**src/rtl/phy_types_pkg.sv**
```systemverilog
// phy_types_pkg: shared PHY types for the chip-to-chip lane.
//   comma_length_sel_t : how many 10-bit symbols of a flit are transmitted
//   flit_enc_t         : encoded flit {meta_data[9:0], word[39:0]}
//   uart_tx_state_t    : UART transmit serializer states
//   comma_sel_to_nsym  : symbol count for a comma selection (0 for NADA)
// Optional feature macro: PHY_UART_PARITY_EN (adds an even-parity bit per frame).
package phy_types_pkg;

  typedef enum logic [1:0] {
    NADA                = 2'd0,
    SELECT_COMMA_1_FLIT = 2'd1,
    SELECT_COMMA_2_FLIT = 2'd2,
    SELECT_COMMA_DATA   = 2'd3
  } comma_length_sel_t;

  typedef struct packed {
    logic [9:0]  meta_data;
    logic [39:0] word;
  } flit_enc_t;

  localparam int unsigned UART_SYM_W = 10;
`ifdef PHY_UART_PARITY_EN
  localparam int unsigned UART_FRAME_BITS = 13;
`else
  localparam int unsigned UART_FRAME_BITS = 12;
`endif

  typedef enum logic [2:0] {
    IDLE,
    START,
    DATA,
    PARITY,
    STOP
  } uart_tx_state_t;

  function automatic logic [2:0] comma_sel_to_nsym(input comma_length_sel_t sel);
    logic [2:0] n;
    case (sel)
      SELECT_COMMA_1_FLIT: n = 3'd1;
      SELECT_COMMA_2_FLIT: n = 3'd2;
      SELECT_COMMA_DATA:   n = 3'd5;
      default:             n = 3'd0;
    endcase
    return n;
  endfunction

endpackage

```
**src/rtl/phy_uart_baud_cnt.sv**
```systemverilog
// phy_uart_baud_cnt: bit-period timer shared by the UART transmit and receive sides.
//   i_clk      : clock
//   i_rst      : synchronous active-high reset
//   i_clr      : synchronous clear of the count
//   i_en       : advance the count
//   o_bit_tick : high while enabled and the count sits at CLKS_PER_BIT-1
module phy_uart_baud_cnt #(
  parameter int unsigned CLKS_PER_BIT = 4
) (
  input  logic i_clk,
  input  logic i_rst,
  input  logic i_clr,
  input  logic i_en,
  output logic o_bit_tick
);

  localparam int unsigned CNT_W = (CLKS_PER_BIT > 2) ? $clog2(CLKS_PER_BIT) : 1;

  logic [CNT_W-1:0] r_cnt;

  assign o_bit_tick = i_en && (r_cnt == CNT_W'(CLKS_PER_BIT - 1));

  always_ff @(posedge i_clk) begin
    if (i_rst || i_clr) begin
      r_cnt <= '0;
    end else if (i_en) begin
      if (o_bit_tick) r_cnt <= '0;
      else            r_cnt <= r_cnt + CNT_W'(1);
    end
  end

endmodule

```
**src/rtl/phy_uart_tx.sv**
```systemverilog
// phy_uart_tx: serializes encoded flits onto a single-wire UART-style lane.
// Each 10-bit symbol is one frame: start(0), 10 symbol bits LSB first, stop(1).
//   clk         : clock
//   rst         : synchronous active-high reset
//   flit_i      : flit_enc_t {meta_data[9:0], word[39:0]}
//   comma_sel_i : comma_length_sel_t, selects 1, 2 or 5 symbols (NADA is rejected)
//   valid_i     : flit_i/comma_sel_i valid
//   ready_o     : idle, a flit is accepted on valid_i
//   uart_tx_o   : serial line, idles high
//   busy_o      : flit in flight
//   done_o      : pulse during the final cycle of the last stop bit
//   err_o       : pulse the cycle after a NADA flit is accepted and dropped
// Optional feature macro: PHY_UART_PARITY_EN (even parity bit between data and stop).
module phy_uart_tx
  import phy_types_pkg::*;
#(
  parameter int unsigned CLKS_PER_BIT = 4
) (
  input  logic        clk,
  input  logic        rst,
  input  logic [49:0] flit_i,
  input  logic [1:0]  comma_sel_i,
  input  logic        valid_i,
  output logic        ready_o,
  output logic        uart_tx_o,
  output logic        busy_o,
  output logic        done_o,
  output logic        err_o
);

  uart_tx_state_t r_state, w_next;
  flit_enc_t      r_flit;
  logic [2:0]     r_nsym, r_sym_cnt;
  logic [3:0]     r_bit_cnt;
  logic           r_err;

  logic [2:0]            w_nsym;
  logic                  w_accept, w_tick, w_last_bit, w_last_sym;
  logic [UART_SYM_W-1:0] w_sym;

  assign w_nsym     = comma_sel_to_nsym(comma_length_sel_t'(comma_sel_i));
  assign w_accept   = valid_i && (r_state == IDLE);
  assign w_last_bit = (r_bit_cnt == 4'(UART_SYM_W - 1));
  assign w_last_sym = (r_sym_cnt == (r_nsym - 3'd1));

  // Counter is held clear in IDLE so every frame starts at count 0.
  phy_uart_baud_cnt #(
    .CLKS_PER_BIT(CLKS_PER_BIT)
  ) u_baud (
    .i_clk      (clk),
    .i_rst      (rst),
    .i_clr      (r_state == IDLE),
    .i_en       (r_state != IDLE),
    .o_bit_tick (w_tick)
  );

  // State register
  always_ff @(posedge clk) begin
    if (rst) r_state <= IDLE;
    else     r_state <= w_next;
  end

  // Next-state logic
  always_comb begin
    w_next = r_state;
    case (r_state)
      IDLE:  if (w_accept && (w_nsym != 3'd0)) w_next = START;
      START: if (w_tick) w_next = DATA;
`ifdef PHY_UART_PARITY_EN
      DATA:   if (w_tick && w_last_bit) w_next = PARITY;
      PARITY: if (w_tick) w_next = STOP;
`else
      DATA:  if (w_tick && w_last_bit) w_next = STOP;
`endif
      STOP:  if (w_tick) w_next = w_last_sym ? IDLE : START;
      default: w_next = IDLE;
    endcase
  end

  // Flit capture, bit and symbol counters
  always_ff @(posedge clk) begin
    if (rst) begin
      r_flit    <= '0;
      r_nsym    <= '0;
      r_sym_cnt <= '0;
      r_bit_cnt <= '0;
      r_err     <= 1'b0;
    end else begin
      r_err <= w_accept && (w_nsym == 3'd0);
      if (w_accept) begin
        r_flit    <= flit_enc_t'(flit_i);
        r_nsym    <= w_nsym;
        r_sym_cnt <= '0;
      end else if ((r_state == STOP) && w_tick) begin
        r_sym_cnt <= r_sym_cnt + 3'd1;
      end
      if (r_state != DATA) r_bit_cnt <= '0;
      else if (w_tick)     r_bit_cnt <= r_bit_cnt + 4'd1;
    end
  end

  always_comb begin
    case (r_sym_cnt)
      3'd0:    w_sym = r_flit.meta_data;
      3'd1:    w_sym = r_flit.word[9:0];
      3'd2:    w_sym = r_flit.word[19:10];
      3'd3:    w_sym = r_flit.word[29:20];
      3'd4:    w_sym = r_flit.word[39:30];
      default: w_sym = '0;
    endcase
  end

  // Output logic
  always_comb begin
    uart_tx_o = 1'b1;
    case (r_state)
      START:   uart_tx_o = 1'b0;
      DATA:    uart_tx_o = w_sym[r_bit_cnt];
      PARITY:  uart_tx_o = ^w_sym;
      default: uart_tx_o = 1'b1;
    endcase
    ready_o = (r_state == IDLE);
    busy_o  = (r_state != IDLE);
    done_o  = (r_state == STOP) && w_tick && w_last_sym;
    err_o   = r_err;
  end

endmodule

```
**config.mk**
```make
export PLATFORM = sky130hd
export DESIGN_NAME = phy_uart_tx
export DESIGN_NICKNAME = d
export VERILOG_FILES = /design/src/rtl/phy_types_pkg.sv /design/src/rtl/phy_uart_baud_cnt.sv /design/src/rtl/phy_uart_tx.sv
export SDC_FILE = /design/constraint.sdc
export NUM_CORES = 1
export LEC_CHECK = 0
export CAP_MARGIN = 30
export CORE_MARGIN = 8
export CORE_UTILIZATION = 55
export CTS_CLUSTER_DIAMETER = 60
export CTS_CLUSTER_SIZE = 10
export DETAILED_ROUTE_END_ITERATION = 7
export PLACE_DENSITY = 0.84
export SLEW_MARGIN = 0
export SYNTH_ARGS = -nofsm -noshare
export SYNTH_HDL_FRONTEND = slang
export SYNTH_SLANG_ARGS = --single-unit
export TNS_END_PERCENT = 5
```
**constraint.sdc**
```tcl
create_clock -name clk -period 4.5 [get_ports clk]
set_input_delay 0.675 -clock clk [delete_from_list [all_inputs] [get_ports clk]]
set_output_delay 0.675 -clock clk [all_outputs]
set_load 0.02 [all_outputs]
```
## Word-level counts from Yosys, hierarchy flattened

Index checks and enable logic that the tools add are counted.

| storage, ports and cells | value |
|---|---|
| register bits after elaboration | 66 |
| bits of input ports | 55 |
| output and inout port bits | 5 |
| word-level logic and storage cells | 61 |

| operators by class | value |
|---|---|
| add/sub/neg operators | 4 |
| $lt $le $gt $ge | 1 |
| equality and inequality tests | 19 |
| mux-type cells | 12 |
| reduce and logical (&&, ||, !) cells | 17 |

Operators with widths:

| operator | count |
|---|---|
| 10-bit one-hot mux with 5 select lines | 1 |
| 3-bit by 2-bit equality test with 1-bit output, second input constant | 4 |
| 3-bit 2-to-1 mux | 4 |
| 3-bit one-hot mux with 4 select lines | 1 |
| 10-bit parity | 1 |
| 3-bit zero test | 3 |
| 3-bit one-hot mux with 3 select lines | 1 |
| 2-bit inequality test, second input constant | 4 |
| 1-bit logical AND | 7 |
| 2-bit equality test, second input constant | 3 |
| 3-bit by 1-bit equality test with 1-bit output, second input constant | 2 |
| 3-bit equality test, second input constant | 2 |
| 3-bit nonzero test | 2 |
| 4-bit by 5-bit less-than comparator with 1-bit output, second input constant | 1 |
| 4-bit by 1-bit adder with 4-bit output, second input constant | 1 |
| 1-bit binary-select mux with 4-bit select | 1 |
| 4-bit equality test, second input constant | 1 |
| 4-bit AND reduction | 1 |
| 2-bit OR reduction | 2 |
| 3-bit by 1-bit adder with 3-bit output, second input constant | 1 |
| 3-bit equality test | 1 |
| 3-bit by 2-bit inequality test with 1-bit output, second input constant | 1 |
| 1-bit one-hot mux with 3 select lines | 1 |
| 3-bit by 1-bit subtractor with 3-bit output, second input constant | 1 |
| other kinds (5) | 6 |

## Longest topological paths before layout

| depth | value |
|---|---|
| word-level depth | 6 |
| mapped depth | 10 |
| mapped depth without buffers | 8 |

## Hierarchy

From an unflattened synthesis, not the netlist that was laid out.

| second synthesis, totals | value |
|---|---|
| cells, all modules | 286 |
| area, all modules | 2,912.8 um^2 |

Modules (own cells, without submodules):

| module | times used | cells an instance | area each (um^2) | seq. area each (um^2) |
|---|---|---|---|---|
| phy_uart_tx | 1 | 277 | 2,811.4 | 1,281.2 |
| phy_uart_baud_cnt | 1 | 9 | 101.3 | 40.0 |

## Worst setup path after synthesis

OpenSTA, ideal clock, no wires.

| path | value |
|---|---|
| kind | register to output |
| start | register r_sym_cnt[0] |
| end | output port uart_tx_o |
| arrival | 2,473 ps |
| required time | 3,825 ps |
| setup slack | 1,352 ps |
| stages on the path, launching flop included | 9 |
| path buffers | 1 |
| path through | dfxtp_1 > ha_1 > ha_1 > clkbuf_1 > a221oi_1 > a21boi_0 > xnor3_1 > xnor3_1 > o221ai_2 |

| on the way | value |
|---|---|
| longest elaborated chain between the ends | 5 |
| elaborated cells on any way between the ends | 10 |
| those cells by class | 4 x eq/ne; 4 x mux; 2 x reduce/logical |

Ends and longest elaborated chain:

| what | RTL line | source |
|---|---|---|
| from (decl) | phy_uart_tx.sv:33 | `logic [2:0] r_nsym, r_sym_cnt;` |
| from (signal assigned) | phy_uart_tx.sv:95 | `r_sym_cnt <= r_sym_cnt + 3'd1;` |
| 3-bit equality test, or another cell as far along | phy_uart_tx.sv:103 | `case (r_sym_cnt)` |
| 10-bit one-hot mux with 5 select lines * | phy_uart_tx.sv:103 |  |
| 1-bit binary-select mux with 4-bit select | phy_uart_tx.sv:118 | `DATA: uart_tx_o = w_sym[r_bit_cnt];` |
| 1-bit 2-to-1 mux (implied by the code) | phy_uart_tx.sv:118 |  |
| 1-bit one-hot mux with 3 select lines * | phy_uart_tx.sv:116 | `case (r_state)` |
| to (decl) | phy_uart_tx.sv:25 | `output logic uart_tx_o,` |

Mark *: on every way between the ends. The rest lies on a longest branch, timed or not. The select of a mux whose other input is x is not followed.

## Final worst setup path

| path | value |
|---|---|
| start | register r_sym_cnt[1] |
| end | output port uart_tx_o |

The elaborated chain is that of the path after synthesis.

==> results.toml <==
[outcome]
run_status = "completed"

[final_layout]
area_growth_syn_to_layout_pct = 24.7
layout-drive-gt1-share = 0.0618
stdcell_count = 509
diodes = 0
fin_nets = 497
fill_cells = 447
post-route-cell-area_sq_um = 3850

[clock_tree]
clock_sinks = 66
clock_latency_ns = 0.34
cts_made_buffers = 9
cts.path.max_buffers = 2
tritoncts = "yes"
cts_root_buf = "clkbuf_8"
path_clk_slew_ns = 0.07
htree_levels = 3

[route]
totalWireLength_mm = 7.59
drc = 0
drt-initial-drc-count = 205
wl_met3_um = 424
dr.pass1.iters = 6
wl_per_cell_um = 14.9
wl_met1_mm = 3.25
topRoutingLayerUsed = "met4"
ant_nets = 0
viasPerCell = 5.68
wl_met2_mm = 3.76
vias = 2889

[power_and_ir_drop]
combPwrFrac = 0.158
p_per_area_nw_per_um2 = 332
p_total_uw = 1280
pwr-share-clk = 0.339
ir_drop_uv = 195
swShare = 0.258
power.leakage_uw = 0.00138
switchingPower_uw = 330
p_seq_frac = 0.504
p_int_uw = 949

[synthesis]
yosysWarnings = 0
yosys-top-cells-count = "115 x nand2_1, 66 x dfxtp_1, 59 x a21oi_1, 19 x clkbuf_1, 13 x nor2_1"
yosys.area.top_type_share = 0.428
async_reset_ff_frac = 0
syn_area_per_cell_sq_um = 7.96
yosys.area.top_type = "dfxtp_1"
synth_area_sq_um = 3090
netlist_instances = 388
synth-seq-cells = 66
yosysMostFrequentCell = "nand2_1"
synthesis.nets = 452
synthDistinctLibCells = 44
yosysSeqAreaShare = 0.428
synth_edf_count = 0
synth_flop_cell = "dfxtp_1"
netlist_top_cells_area = "dfxtp_1 43%, nand2_1 14%, a21oi_1 9.6%"

[setup_path]
critPathLaunchType = "flop"
path_max_fanout = 9
critical_path_class = "reg2out"
crit_required_ns = 3.83
end_kind = "output pin"
crit_arrival_ns = 3.59
worstRegToRegCells = 4

[sta]
clock_skew_ns = 0.00588
slew_headroom = 0.387
setup-violations-final = 0
finalHoldViolCount = 0
worstMarginPinSlew_ns = 0.919
tns_ns = 0
maxSlewViolCount = 0
rsz0062_at_grt = "false"
clock.fmax_mhz = 234
min_period_ns = 4.27
period_share = 0.949

[global_routing]
antenna_found_initial = 0
track_usage = 0.187
grt_pass1_vias = 2864
grt_overflow = 0
grt_first_pass_wirelength_mm = 12.8
grt_max_degree = 57

[die]
fp.dieH_um = 90.9
core-area_sq_um = 5470
floorplan.initialDensity = 0.564
die_area_sq_um = 8270
die_x_um = 90.9
io_pins = 60
rows = 27

[placed_design]
dp_cells = 492
dp_hpwl_mm = 5.60
port_buffers = 59
dpl_cell_area_sq_um = 3660
place.gp.congestion = 0.925

[job]
drv_cap = 0

[worst_hold_path]
holdPathStages = 1
min_path_type = "reg2reg"
## registers in the layout, indices dropped and copies added, names as in the netlist
name          cells
r_sym_cnt         3
u_baud.r_cnt      2
err_o             1
r_nsym            3
r_flit           50
r_bit_cnt         4
r_state           3
## cell type report
cell class	instances	area [sq um]	share of cell area
Multi-Input combinational cell	281	1590	0.413
Sequential cell	66	1320	0.343
Timing Repair Buffer	64	636	0.165
Clock buffer	12	155	0.0403
Tap cell	72	90.1	0.0234
Inverter	11	41.3	0.0107
Clock inverter	3	15.0	0.00390
## per-layer routing
metal	up-vias	GRT usage
met5	-	0
met1	1366	0.211
met3	15	0.0626
met2	87	0.313
li1	1421	-
met4	0	0.0859
## path summary, 6_finish.rpt
| kind | startpoint | end | slack (ns) |
|---|---|---|---|
| min reg2reg | u_baud.r_cnt[0] | u_baud.r_cnt[0] | 0.44 |
| min | u_baud.r_cnt[0] | u_baud.r_cnt[0] | 0.44 |
| max reg2reg | r_state[0] | r_flit[3] | 2.39 |
| max | r_sym_cnt[1] | uart_tx_o | 0.23 |
## power by group through the flow
| stage | logic, uW | registers (uW) | clock network, uW |
|---|---|---|---|
| after global routing | 222 | 648 | 463 |
| after detailed placement | 200 | 657 | 0 |
| after global placement | 190 | 656 | 0 |
| final | 202 | 644 | 433 |
| after CTS | 200 | 644 | 436 |
| after floorplan | 125 | 645 | 0 |
## cell usage in the layout, fill, tap and decap left out, types with 3 or more instances in the layout
| cell type | n |
|---|---|
| a221oi_1 | 3 |
| inv_1 | 11 |
| a222oi_1 | 3 |
| nand3b_1 | 6 |
| nand2_1 | 115 |
| o2111ai_1 | 4 |
| clkinv_2 | 3 |
| xnor2_1 | 11 |
| buf_4 | 4 |
| nor3_1 | 7 |
| clkbuf_8 | 11 |
| nor4_1 | 3 |
| nand3_1 | 7 |
| ha_1 | 8 |
| dfxtp_1 | 66 |
| a22oi_1 | 6 |
| a21oi_1 | 59 |
| nor2_1 | 13 |
| clkdlybuf4s50_1 | 58 |
## worst max-delay path: stages, from the launching register on
cell,delay (ns)
dfxtp_1,0.41
inv_1,0.11
ha_1,0.32
and2b_1,0.23
a221oi_1,0.31
a21boi_0,0.23
xnor3_1,0.45
xnor3_1,0.41
o221ai_2,0.17
clkdlybuf4s50_1,0.62
## metrics by stage
step                      setup slack, ns  hold slack, ns   util
after floorplan                      1.35           0.408      -
after global placement              0.607           0.415  0.666
after detailed placement            0.437           0.436  0.669
after CTS                          0.0910           0.445  0.700
after global routing               0.0868           0.455  0.703
final                               0.231           0.438  0.703
## cells by family after synthesis
kind of cell	Yosys count	synth area share
simple gates	162	0.224
compound gates	94	0.193
flops	66	0.428
buf+inv	41	0.0579
xor+xnor	14	0.0486
fa+ha+maj	9	0.0365
mux	2	0.0122
## what timing repair did
item | CTS | global route
setup endpoints to repair | 0 | 1
hold buffers | 0 | 0
resized for setup | 0 | 1
buffers inserted | 0 | 2
No activity file was read; power rests on OpenSTA's default activity.
